<file path="src/rtl/axis_fifo_pkt.sv">
// axis_fifo_pkt: AXI-Stream FIFO, first-word fall-through output.
// Optional store-and-forward packet mode with oversize cut-through.
module axis_fifo_pkt #(
  parameter int DATA_WIDTH         = 32,
  parameter int FIFO_DEPTH         = 16,
  parameter int PACKET_MODE        = 0,
  parameter int ALMOST_FULL_LEVEL  = FIFO_DEPTH - 2,
  parameter int ALMOST_EMPTY_LEVEL = 2
) (
  input  logic                        aclk,
  input  logic                        aresetn,
  input  logic [DATA_WIDTH-1:0]       s_data,
  input  logic                        s_last,
  input  logic                        s_valid,
  output logic                        s_ready,
  output logic [DATA_WIDTH-1:0]       m_data,
  output logic                        m_last,
  output logic                        m_valid,
  input  logic                        m_ready,
  output logic [$clog2(FIFO_DEPTH):0] level,
  output logic                        almost_full,
  output logic                        almost_empty
);

  localparam int PW = $clog2(FIFO_DEPTH);
  localparam int LW = PW + 1;
  localparam logic [LW-1:0] DEPTH_L = LW'(FIFO_DEPTH);
  localparam logic [LW-1:0] AF_L    = LW'(ALMOST_FULL_LEVEL);
  localparam logic [LW-1:0] AE_L    = LW'(ALMOST_EMPTY_LEVEL);
  localparam logic [LW-1:0] ONE_L   = LW'(1);

  typedef enum logic {
    ST_IDLE = 1'b0,
    ST_PASS = 1'b1
  } cut_t;

  logic [DATA_WIDTH:0] r_mem [FIFO_DEPTH];
  logic [PW-1:0]       r_wr_ptr;
  logic [PW-1:0]       r_rd_ptr;
  logic [LW-1:0]       r_level;
  logic [LW-1:0]       r_pkt_cnt;
  cut_t                r_state;
  cut_t                w_state_nxt;
  logic                w_wr_en;
  logic                w_rd_en;
  logic                w_full;
  logic                w_empty;
  logic                w_pkt_inc;
  logic                w_pkt_dec;
  logic [DATA_WIDTH:0] w_head;

  assign w_full  = (r_level == DEPTH_L);
  assign w_empty = (r_level == '0);
  assign w_head  = r_mem[r_rd_ptr];

  assign s_ready = !w_full;
  assign m_data  = w_head[DATA_WIDTH-1:0];
  assign m_last  = w_head[DATA_WIDTH];

  assign w_wr_en   = s_valid & s_ready;
  assign w_rd_en   = m_valid & m_ready;
  assign w_pkt_inc = w_wr_en & s_last;
  assign w_pkt_dec = w_rd_en & m_last;

  assign level        = r_level;
  assign almost_full  = (r_level >= AF_L);
  assign almost_empty = (r_level <= AE_L);

  // Head is visible once stored; packet mode also needs a whole packet
  // or an oversize packet being released in cut-through.
  always_comb begin
    m_valid = !w_empty;
    if (PACKET_MODE != 0)
      m_valid = !w_empty &&
                ((r_pkt_cnt != '0) || (r_state == ST_PASS));
  end

  // Payload storage, intentionally not reset.
  always_ff @(posedge aclk) begin
    if (w_wr_en)
      r_mem[r_wr_ptr] <= {s_last, s_data};
  end

  // Pointers wrap naturally at the power-of-two depth.
  always_ff @(posedge aclk or negedge aresetn) begin
    if (!aresetn) begin
      r_wr_ptr <= '0;
      r_rd_ptr <= '0;
    end else begin
      if (w_wr_en)
        r_wr_ptr <= r_wr_ptr + 1'b1;
      if (w_rd_en)
        r_rd_ptr <= r_rd_ptr + 1'b1;
    end
  end

  // Stored beat count.
  always_ff @(posedge aclk or negedge aresetn) begin
    if (!aresetn) begin
      r_level <= '0;
    end else begin
      case ({w_wr_en, w_rd_en})
        2'b10:   r_level <= r_level + ONE_L;
        2'b01:   r_level <= r_level - ONE_L;
        default: r_level <= r_level;
      endcase
    end
  end

  // Complete packets held (last beats stored but not yet read).
  always_ff @(posedge aclk or negedge aresetn) begin
    if (!aresetn) begin
      r_pkt_cnt <= '0;
    end else begin
      case ({w_pkt_inc, w_pkt_dec})
        2'b10:   r_pkt_cnt <= r_pkt_cnt + ONE_L;
        2'b01:   r_pkt_cnt <= r_pkt_cnt - ONE_L;
        default: r_pkt_cnt <= r_pkt_cnt;
      endcase
    end
  end

  // Cut-through state register.
  always_ff @(posedge aclk or negedge aresetn) begin
    if (!aresetn)
      r_state <= ST_IDLE;
    else
      r_state <= w_state_nxt;
  end

  // Full with no complete packet would deadlock: release the head
  // packet until its last beat leaves.
  always_comb begin
    w_state_nxt = r_state;
    unique case (r_state)
      ST_IDLE:
        if ((PACKET_MODE != 0) && w_full && (r_pkt_cnt == '0))
          w_state_nxt = ST_PASS;
      ST_PASS:
        if (w_pkt_dec)
          w_state_nxt = ST_IDLE;
    endcase
  end

endmodule

</file>
<file path="config.mk">
export PLATFORM = sky130hd
export DESIGN_NAME = axis_fifo_pkt
export DESIGN_NICKNAME = d
export VERILOG_FILES = /design/src/rtl/axis_fifo_pkt.sv
export SDC_FILE = /design/constraint.sdc
export NUM_CORES = 1
export LEC_CHECK = 0
export ABC_AREA = 1
export BUFFER_PORTS_ARGS = -buffer_cell sky130_fd_sc_hd__buf_2
export CORE_MARGIN = 1.5
export CORE_UTILIZATION = 28
export DETAILED_ROUTE_END_ITERATION = 12
export GPL_TIMING_DRIVEN = 0
export PLACE_DENSITY_LB_ADDON = 0.08
export REMOVE_ABC_BUFFERS = 1
export SLEW_MARGIN = 10
export SYNTH_ARGS = -nofsm -noshare
export SYNTH_HDL_FRONTEND = slang
export SYNTH_SLANG_ARGS = --single-unit
export TNS_END_PERCENT = 20
</file>
<file path="constraint.sdc">
create_clock -name aclk -period 3.6 [get_ports aclk]
set_input_delay 0.54 -clock aclk [delete_from_list [all_inputs] [get_ports aclk]]
set_output_delay 0.54 -clock aclk [all_outputs]
set_load 0.02 [all_outputs]
</file>
==> results of run 1 <==
## worst max-delay path, delay by kind of cell, from the launching register on
kind	cells	cell delay (ns)
buffers and inverters	6	1.31
AND/OR/NAND/NOR	5	0.48
flip-flops	1	0.44
## layer usage
layer | GRT usage | vias to the layer above | part of all wire
met2 | 0.2564 | 261 | 0.45
li1 | - | 7283 | -
met4 | 0.03971 | 6 | 0.018
met3 | 0.02740 | 95 | 0.039
met5 | 0 | - | 0.00043
met1 | 0.2347 | 7244 | 0.49
## through the flow
stage	cells	setup TNS, ns	utilization	hold slack, ns	total power [mW]
after global routing	3390	0	0.3425	0.3035	23.96
after global placement	3214	-1730.97	0.2978	0.4563	14.11
after detailed placement	3259	-5.420	0.3135	0.4543	15.90
final	3390	0	0.3425	0.3214	22.42
after CTS	3388	0	0.3417	0.2715	22.81
after floorplan	2076	-237.85	-	0.2444	12.29
## sequential cells by signal (all words and copies together), names as in the netlist
| signal | count |
|---|---|
| r_mem | 528 |
| r_wr_ptr | 4 |
| level | 5 |
| r_rd_ptr | 4 |
## where the power goes
group | switching, mW | internal [mW] | total, mW
Clock | 2.50 | 3.86 | 6.36
Combinational | 5.72 | 2.53 | 8.25
Sequential | 0.269 | 7.54 | 7.81
## kinds of logic (layout without fill, tap and decap cells)
| family | count (synthesis) | after routing | share of synthesized area |
|---|---|---|---|
| adders and majority gates | 10 | 10 | 0.005787 |
| DFF | 541 | 541 | 0.7060 |
| buffers and inverters | 323 | 474 | 0.06114 |
| and+or+nand+nor | 1287 | 1288 | 0.2224 |
| AOI/OAI and AO/OA | 12 | 12 | 0.002784 |
| xor gates and xnor gates | 5 | 5 | 0.001911 |
## cell usage in the layout (no fill, tap or decap), types with 2 or more instances in the layout
cell,count
buf_12,17
buf_16,31
buf_2,78
buf_4,2
bufbuf_16,2
bufinv_16,2
clkbuf_1,26
clkbuf_16,75
clkbuf_8,2
clkinv_1,12
clkinv_2,2
dfrtp_1,10
dfrtp_4,3
edfxtp_1,528
ha_1,9
inv_1,215
inv_4,3
inv_6,2
nand2_1,859
nand3_1,207
nor2_1,202
nor2_4,17
o21ai_0,7
o21ai_1,2
xnor2_1,2
xor2_1,3
## synth_stat cells (7+ instances only)
library cell	n
buf_2	61
buf_4	12
buf_6	9
clkbuf_1	17
dfrtp_1	13
edfxtp_1	528
ha_1	9
inv_1	215
nand2_1	859
nand3_1	207
nor2_1	218
o21ai_0	7
## worst max-delay path by stage
| stage | start | to | slack, ns | depth (start not counted) |
|---|---|---|---|---|
| 3_5_place_dp | r_rd_ptr[0] | m_data[11] | -0.37 | 12 |
| 3_3_place_gp | r_rd_ptr[0] | m_data[15] | -19.52 | 8 |
| 4_1_cts | r_rd_ptr[0] | m_data[11] | 0.04 | 12 |
| 2_1_floorplan | r_rd_ptr[0] | m_data[0] | -6.68 | 7 |
| 5_1_grt | r_rd_ptr[1] | m_data[0] | 0.001 | 10 |
| 6_report | r_rd_ptr[0] | m_data[15] | 0.21 | 11 |
## what timing repair did
action                     CTS  global route
hold endpoints to repair    13             0
setup endpoints to repair   33            21
pin swaps                    1             0
cloned                       7             2
gates resized for setup      5             1
setup buffers                4             0
hold buffers                 1             0
## layout make-up
class / instances / area share
well taps: 1060 / 0.04792
clock inverters: 16 / 0.004159
inverters: 221 / 0.03138
clock buffers: 101 / 0.07053
repair buffers: 134 / 0.06271
flip-flops and latches: 541 / 0.5851
repair inverters: 2 / 0.0006329
multi-input cells: 1315 / 0.1976
==> flow_summary.yaml, run 1 <==
status:
  status: "completed"
final_layout:
  n_antenna_cell: 0
  final_area_mm2: 0.02768
  finalNetCount: 2328
  drive_gt1_frac: 0.1039
  ff_latch_area_mm2: 0.01619
  syn_to_final_growth_pct: 20.75
  n_fill_cell: 8016
  multi_input_area_mm2: 0.005469
worst_setup_path:
  crit_arrival_ns: 2.85
  critPathKind: "reg2out"
  slowest_stage: "dfrtp_4"
  cp_max_fo: 34
  crit_path_start_kind: "flip-flop"
  worstRegToRegCells: 8
  slowest_delay_ns: 0.44
  r2r-start: "level[1]"
  required_ns: 3.06
  cp_common_cell: "buf_16"
  path_cells: "buf_16 -> buf_16 -> buf_16 -> clkinv_16 -> buf_16 -> nand2_1 -> nand3_1 -> nand3_1 -> nand2_1 -> nand2_1 -> buf_2"
  timing.rr.end: "r_mem[5][1]"
  crit_path_end_kind: "output pin"
  reg2reg_slack_ns: 1.05
cts:
  root_buffer: "clkbuf_16"
  cts_buffer_depth: 3
  cts_tree: "yes"
  h-tree-depth: 3
  cts_buffers: 66
  clk_pin_slew_worst_paths_ns: 0.06
  cts_sinks: 541
  clk_latency_ns: 0.59
synth:
  yosysUniqueCellTypes: 25
  synth_area_per_cell_um2: 10.52
  ys.flop_type: "edfxtp_1"
  yosysTopAreaCell: "edfxtp_1"
  syn_inst: 2178
  seq_area_frac_synth: 0.7060
  yosysWarnings: 0
  synth_edf_count: 528
  async_flop_share: 0.02403
  ys_ff_latch: 541
  synthTopCellsByArea: "edfxtp_1 69%, nand2_1 14%, nand3_1 4.5%, nor2_1 3.6%, inv_1 3.5%"
  yosysTopAreaCellShare: 0.6918
  synth_area_mm2: 0.02292
timing:
  setup_viol: 0
  finalMaxSlewViolations: 0
  hold_viol: 0
  min_period_ns: 3.386
  relSlewSlack: 0.2860
  max_freq_ghz: 0.2953
  fin_worst_skew_ns: 0.01604
  finalCritPeriodShare: 0.9405
  finalWorstSetupSlack_ns: 0.2141
  worstMarginPinSlew_ns: 1.070
  rsz0062_at_grt: "false"
global_route:
  grt_pass1_wl_um: 97620
  grt_max_degree: 70
  grt_use_total: 0.1633
  overflow: 0
  grt_pass1_vias: 14420
  antenna_found_initial: 3
placed_design:
  port_buffers: 78
  dp_slack_ns: -0.3682
  hpwl_um: 36250
  dpl_cell_area_mm2: 0.02534
  place_congestion: 0.6886
routing:
  drt_wl_total_um: 67320
  dr.pass1.iters: 5
  drtAntennaViolNets: 0
  vias_per_cell: 4.392
  remaining_drc_errors: 0
  wl_per_cell_um: 19.86
  vias: 14890
  drtIter0Drc: 985
worst_hold_path:
  min_path_type: "in2reg"
  hold_depth: 3
  min_to: "r_rd_ptr[0]"
  hold_path.startpoint: "m_ready"
die:
  rows: 104
  core_mm2: 0.08081
  initial_utilization: 0.2836
  io_pins: 79
  die-area_mm2: 0.08358
  die_y_um: 289.1
  die_w_um: 289.1
pwr:
  p_per_area_mw_per_mm2: 810.2
  leakagePower_nw: 11.13
  peakVddDrop_mv: 0.4558
run:
  cap_violations: 0
Note: power is estimated with default switching activity, not from simulation.
==> run 2: changes to the inputs <==
CORE_MARGIN = 4   (was 1.5)
==> run 2 against run 1 <==
Compared with the run above: via count decreased by 0.93%; total power decreased by 0.62%; worst hold slack got worse by 0.026 ns; highest routed layer unchanged.
==> flow_summary.yaml, run 2 (synthesis gave the netlist of run 1 again) <==
pwr:
  peakVddDrop_mv: 0.4708
  leakagePower_nw: 11.10
  p_per_area_mw_per_mm2: 808.3
worst_setup_path:
  crit_path_start_kind: "flip-flop"
  slowest_stage: "dfrtp_1"
  path_depth: 11
  crit_family: "buffers and inverters"
  cp_max_fo: 41
  r2r-start: "level[1]"
  crit_arrival_ns: 2.84
  startpoint: "r_rd_ptr[2]"
  worst-path-buf-inv: 5
  crit_path_end_kind: "output pin"
  timing.rr.end: "r_mem[5][32]"
  required_ns: 3.06
  path_cells: "inv_6 -> buf_16 -> nor2_4 -> buf_4 -> buf_16 -> nand3_1 -> nand2_1 -> nor2_1 -> nand2_1 -> nand2_1 -> buf_2"
  crit_end: "m_data[30]"
  critPathKind: "reg2out"
  slowest_delay_ns: 0.44
  reg2reg_slack_ns: 1.06
  worstRegToRegCells: 7
  cp_common_cell: "nand2_1"
routing:
  drtIter0Drc: 910
  vias: 14750
  drt_wl_total_um: 66520
  remaining_drc_errors: 0
  vias_per_cell: 4.351
  wl_per_cell_um: 19.62
  drtAntennaViolNets: 0
  dr.pass1.iters: 7
global_route:
  overflow: 0
  grt_pass1_wl_um: 97480
  antenna_found_initial: 5
  grt_use_total: 0.1535
  grt_max_degree: 69
  grt_pass1_vias: 14550
final_layout:
  drive_gt1_frac: 0.1061
  finalNetCount: 2327
  n_fill_cell: 8025
  final_common_cell: "nand2_1"
  syn_to_final_growth_pct: 20.27
  regMostFlops: "r_mem"
  final_area_mm2: 0.02757
  layout_common_cells: "859 x nand2_1, 528 x edfxtp_1, 215 x inv_1"
  largest_reg_flops: 528
timing:
  worstMarginPinSlew_ns: 0.8263
  finalMaxSlewViolations: 0
  hold_viol: 0
  setup_viol: 0
  fin_worst_skew_ns: 0.02370
  hold_slack_ns: 0.2955
  min_period_ns: 3.381
  relSlewSlack: 0.4478
  rsz0062_at_grt: "true"
  max_freq_ghz: 0.2958
  finalCritPeriodShare: 0.9392
placed_design:
  port_buffers: 78
  dpl_cell_area_mm2: 0.02531
  hpwl_um: 36710
  place_congestion: 0.7033
cts:
  clk_pin_slew_worst_paths_ns: 0.06
  cts_buffer_depth: 3
  clk_latency_ns: 0.60
  cts_buffers: 68
  h-tree-depth: 3
  cts_tree: "yes"
  root_buffer: "clkbuf_16"
  cts_sinks: 541
die:
  die_y_um: 294.1
  io_pins: 79
  die-area_mm2: 0.08650
  rows: 104
  core_mm2: 0.08081
  die_w_um: 294.1
  initial_utilization: 0.2836
run:
  cap_violations: 0
worst_hold_path:
  min_path_type: "in2reg"
status:
  status: "completed"
==> run 2: worst min path at each step <==
| stage | from | end | slack, ns | cells past startpoint |
|---|---|---|---|---|
| CTS | m_ready | r_rd_ptr[0] | 0.27 | 3 |
| global placement | aresetn | level[0] | 0.46 | 1 |
| floorplan | aresetn | level[0] | 0.24 | 0 |
| detailed placement | aresetn | level[0] | 0.46 | 1 |
| finish | m_ready | r_rd_ptr[0] | 0.30 | 3 |
| global route | m_ready | r_rd_ptr[0] | 0.30 | 3 |
==> run 2: power breakdown <==
part | switching [mW] | total [mW] | internal (mW) | leakage (nW)
sequential | 0.269 | 7.81 | 7.54 | 4.92
combinational | 5.64 | 8.13 | 2.48 | 5.16
clock | 2.56 | 6.34 | 3.78 | 1.01
==> run 2: stage by stage <==
step / total power, mW / utilization / worst slack (ns) / std cells / TNS [ns]
after floorplan: 12.29 / - / -6.679 / 2076 / -237.85
after global placement: 14.15 / 0.2978 / -20.04 / 3214 / -1699.93
after detailed placement: 15.98 / 0.3132 / -0.1298 / 3259 / -1.147
after CTS: 22.76 / 0.3408 / -0.05340 / 3386 / -0.09195
after global routing: 23.80 / 0.3411 / 0.002146 / 3390 / 0
final: 22.28 / 0.3411 / 0.2189 / 3390 / 0
==> run 2: worst register-to-register path, cell delays in order, from the launching register on <==
cell and delay [ns]:
dfrtp_1 0.44, nor2_1 0.09, nand3_1 0.09, nand2_1 0.16, inv_2 0.16, nand2_1 0.25
nor2_4 0.72, buf_12 0.29
==> run 2: cell type report <==
cell class                      instances  area, um^2  area share
Clock buffer                           91        1914     0.06944
Sequential cell                       541       16190      0.5873
Multi-Input combinational cell       1314        5463      0.1982
Inverter                              221       859.6     0.03118
Clock inverter                         28       151.4    0.005492
Antenna cell                            1       2.502  0.00009078
Timing Repair inverter                  2       17.52   0.0006354
Tap cell                             1060        1326     0.04811
Timing Repair Buffer                  132        1643     0.05960
==> run 2: repair_timing <==
item,4_1_cts,5_1_grt
cloned,5,0
resized for setup,4,1
buffers inserted,2,3
pin swaps,0,1
setup endpoints to repair,33,26
hold endpoints to repair,13,0
hold buffers,1,0
==> run 2: metal layers <==
metal,routed length [um],up-vias,track usage
met3,2427,99,0.02762
met1,31550,7154,0.2120
met5,21,-,0
met2,31120,232,0.2519
li1,-,7262,-
met4,1395,4,0.03777
==> run 3: changes to the inputs <==
MAX_ROUTING_LAYER = met4   (was not set)
==> run 3 against run 2 <==
Compared with the run above: largest cell class unchanged; flip-flop and latch count unchanged; setup slack worse by 0.0062 ns; combinational power about the same; non-clock buffer count unchanged; register-to-register slack worse by 0.02 ns; count of clock-buffer cells in the layout unchanged; cell area about the same; sequential power about the same; worst hold slack about the same; sequential share of layout area about the same; utilization about the same.
==> flow_summary.yaml, run 3 (synthesis gave the netlist of run 1 again) <==
worst_hold_path:
  min_to: "r_rd_ptr[0]"
  hold_depth: 3
  hold_path.startpoint: "m_ready"
  min_path_type: "in2reg"
final_layout:
  largest_reg_flops: 528
  syn_to_final_growth_pct: 20.31
  layout_common_cells: "859 x nand2_1, 528 x edfxtp_1, 215 x inv_1"
  drive_gt1_frac: 0.1061
  final_cells: 3393
  final_common_cell: "nand2_1"
  utilization: 0.3412
  regMostFlops: "r_mem"
  final_area_mm2: 0.02757
  finalNetCount: 2327
status:
  status: "completed"
timing:
  relSlewSlack: 0.4357
  finalMaxSlewViolations: 0
  fin_worst_skew_ns: 0.01949
  rsz0062_at_grt: "false"
  finalWorstSetupSlack_ns: 0.2127
  hold_slack_ns: 0.2955
  min_period_ns: 3.387
  worstMarginPinSlew_ns: 0.8444
  fin_tns_setup_ns: 0
  setup_viol: 0
  finalCritPeriodShare: 0.9409
  hold_viol: 0
  max_freq_ghz: 0.2952
die:
  initial_utilization: 0.2836
  rows: 104
  io_pins: 79
  die_y_um: 294.1
  die-area_mm2: 0.08650
  die_w_um: 294.1
  core_mm2: 0.08081
worst_setup_path:
  worstRegToRegCells: 7
  critPathKind: "reg2out"
  timing.rr.end: "r_mem[5][32]"
  cp_max_fo: 41
  crit_path_end_kind: "output pin"
  required_ns: 3.06
  crit_arrival_ns: 2.85
  crit_path_start_kind: "flip-flop"
  reg2reg_slack_ns: 1.04
  r2r-start: "level[1]"
placed_design:
  port_buffers: 78
  dp_slack_ns: -0.1298
  place_inst: 3259
  hpwl_um: 36710
  place_congestion: 0.7111
  dpl_cell_area_mm2: 0.02531
global_route:
  antenna_found_initial: 6
  grt_pass1_wl_um: 97520
  grt_use_total: 0.1583
  grt_pass1_vias: 14540
  grt_max_degree: 69
  overflow: 0
routing:
  wl_per_cell_um: 19.57
  vias: 14790
  drtIter0Drc: 920
  vias_per_cell: 4.359
  drt_wl_total_um: 66420
  remaining_drc_errors: 0
  dr.pass1.iters: 6
  drtAntennaViolNets: 0
cts:
  cts_sinks: 541
  clk_pin_slew_worst_paths_ns: 0.06
  root_buffer: "clkbuf_16"
  cts_tree: "yes"
  cts_buffers: 68
  cts_buffer_depth: 3
  clk_latency_ns: 0.59
  h-tree-depth: 3
run:
  cap_violations: 0
pwr:
  p_per_area_mw_per_mm2: 808.3
  peakVddDrop_mv: 0.4696
  leakagePower_nw: 11.10
  total_power_mw: 22.29
## run 3: worst max path at each step
stage / startpoint / depth (start not counted) / endpoint / slack (ns)
2_1_floorplan: r_rd_ptr[0] / 7 / m_data[0] / -6.68
3_3_place_gp: r_rd_ptr[0] / 8 / m_data[30] / -20.04
3_5_place_dp: r_rd_ptr[0] / 11 / m_data[30] / -0.13
4_1_cts: r_rd_ptr[2] / 11 / m_data[14] / -0.05
5_1_grt: r_rd_ptr[1] / 9 / m_data[18] / 0.003
6_report: r_rd_ptr[2] / 11 / m_data[30] / 0.21
## run 3: metal layers
metal / GRT usage / part of all wire
met1: 0.2127 / 0.47
met3: 0.02725 / 0.037
met4: 0.03777 / 0.021
met5: - / 0
met2: 0.2516 / 0.47
## run 3: repair_timing
action | CTS | global route
cloned | 5 | 0
gates resized for setup | 4 | 1
pin swaps | 0 | 1
setup buffers | 2 | 3
endpoints found under the setup margin | 33 | 25
endpoints found under the hold margin | 13 | 0
hold buffers | 1 | 0
## run 3: power breakdown
part	leakage (nW)	switching, mW	internal (mW)
sequential	4.92	0.269	7.54
clock	1.01	2.56	3.78
combinational	5.16	5.65	2.48
## run 3: cell type report
| cell class | count | area (um^2) |
|---|---|---|
| inverters | 221 | 859.6 |
| well taps | 1060 | 1326 |
| clock inverters | 28 | 151.4 |
| fillers | 8026 | 53230 |
| multi-input cells | 1314 | 5463 |
| clock buffers | 91 | 1914 |
| diodes | 4 | 10.01 |
| repair buffers | 132 | 1643 |
| flip-flops and latches | 541 | 16190 |
| repair inverters | 2 | 17.52 |
## run 3: worst max-delay path, cell delays in order (launching register included)
cell	delay [ns]
dfrtp_1	0.44
inv_6	0.37
buf_16	0.29
nor2_4	0.08
buf_4	0.17
buf_16	0.16
nand3_1	0.07
nand2_1	0.05
nor2_1	0.13
nand2_1	0.07
nand2_1	0.18
buf_2	0.21
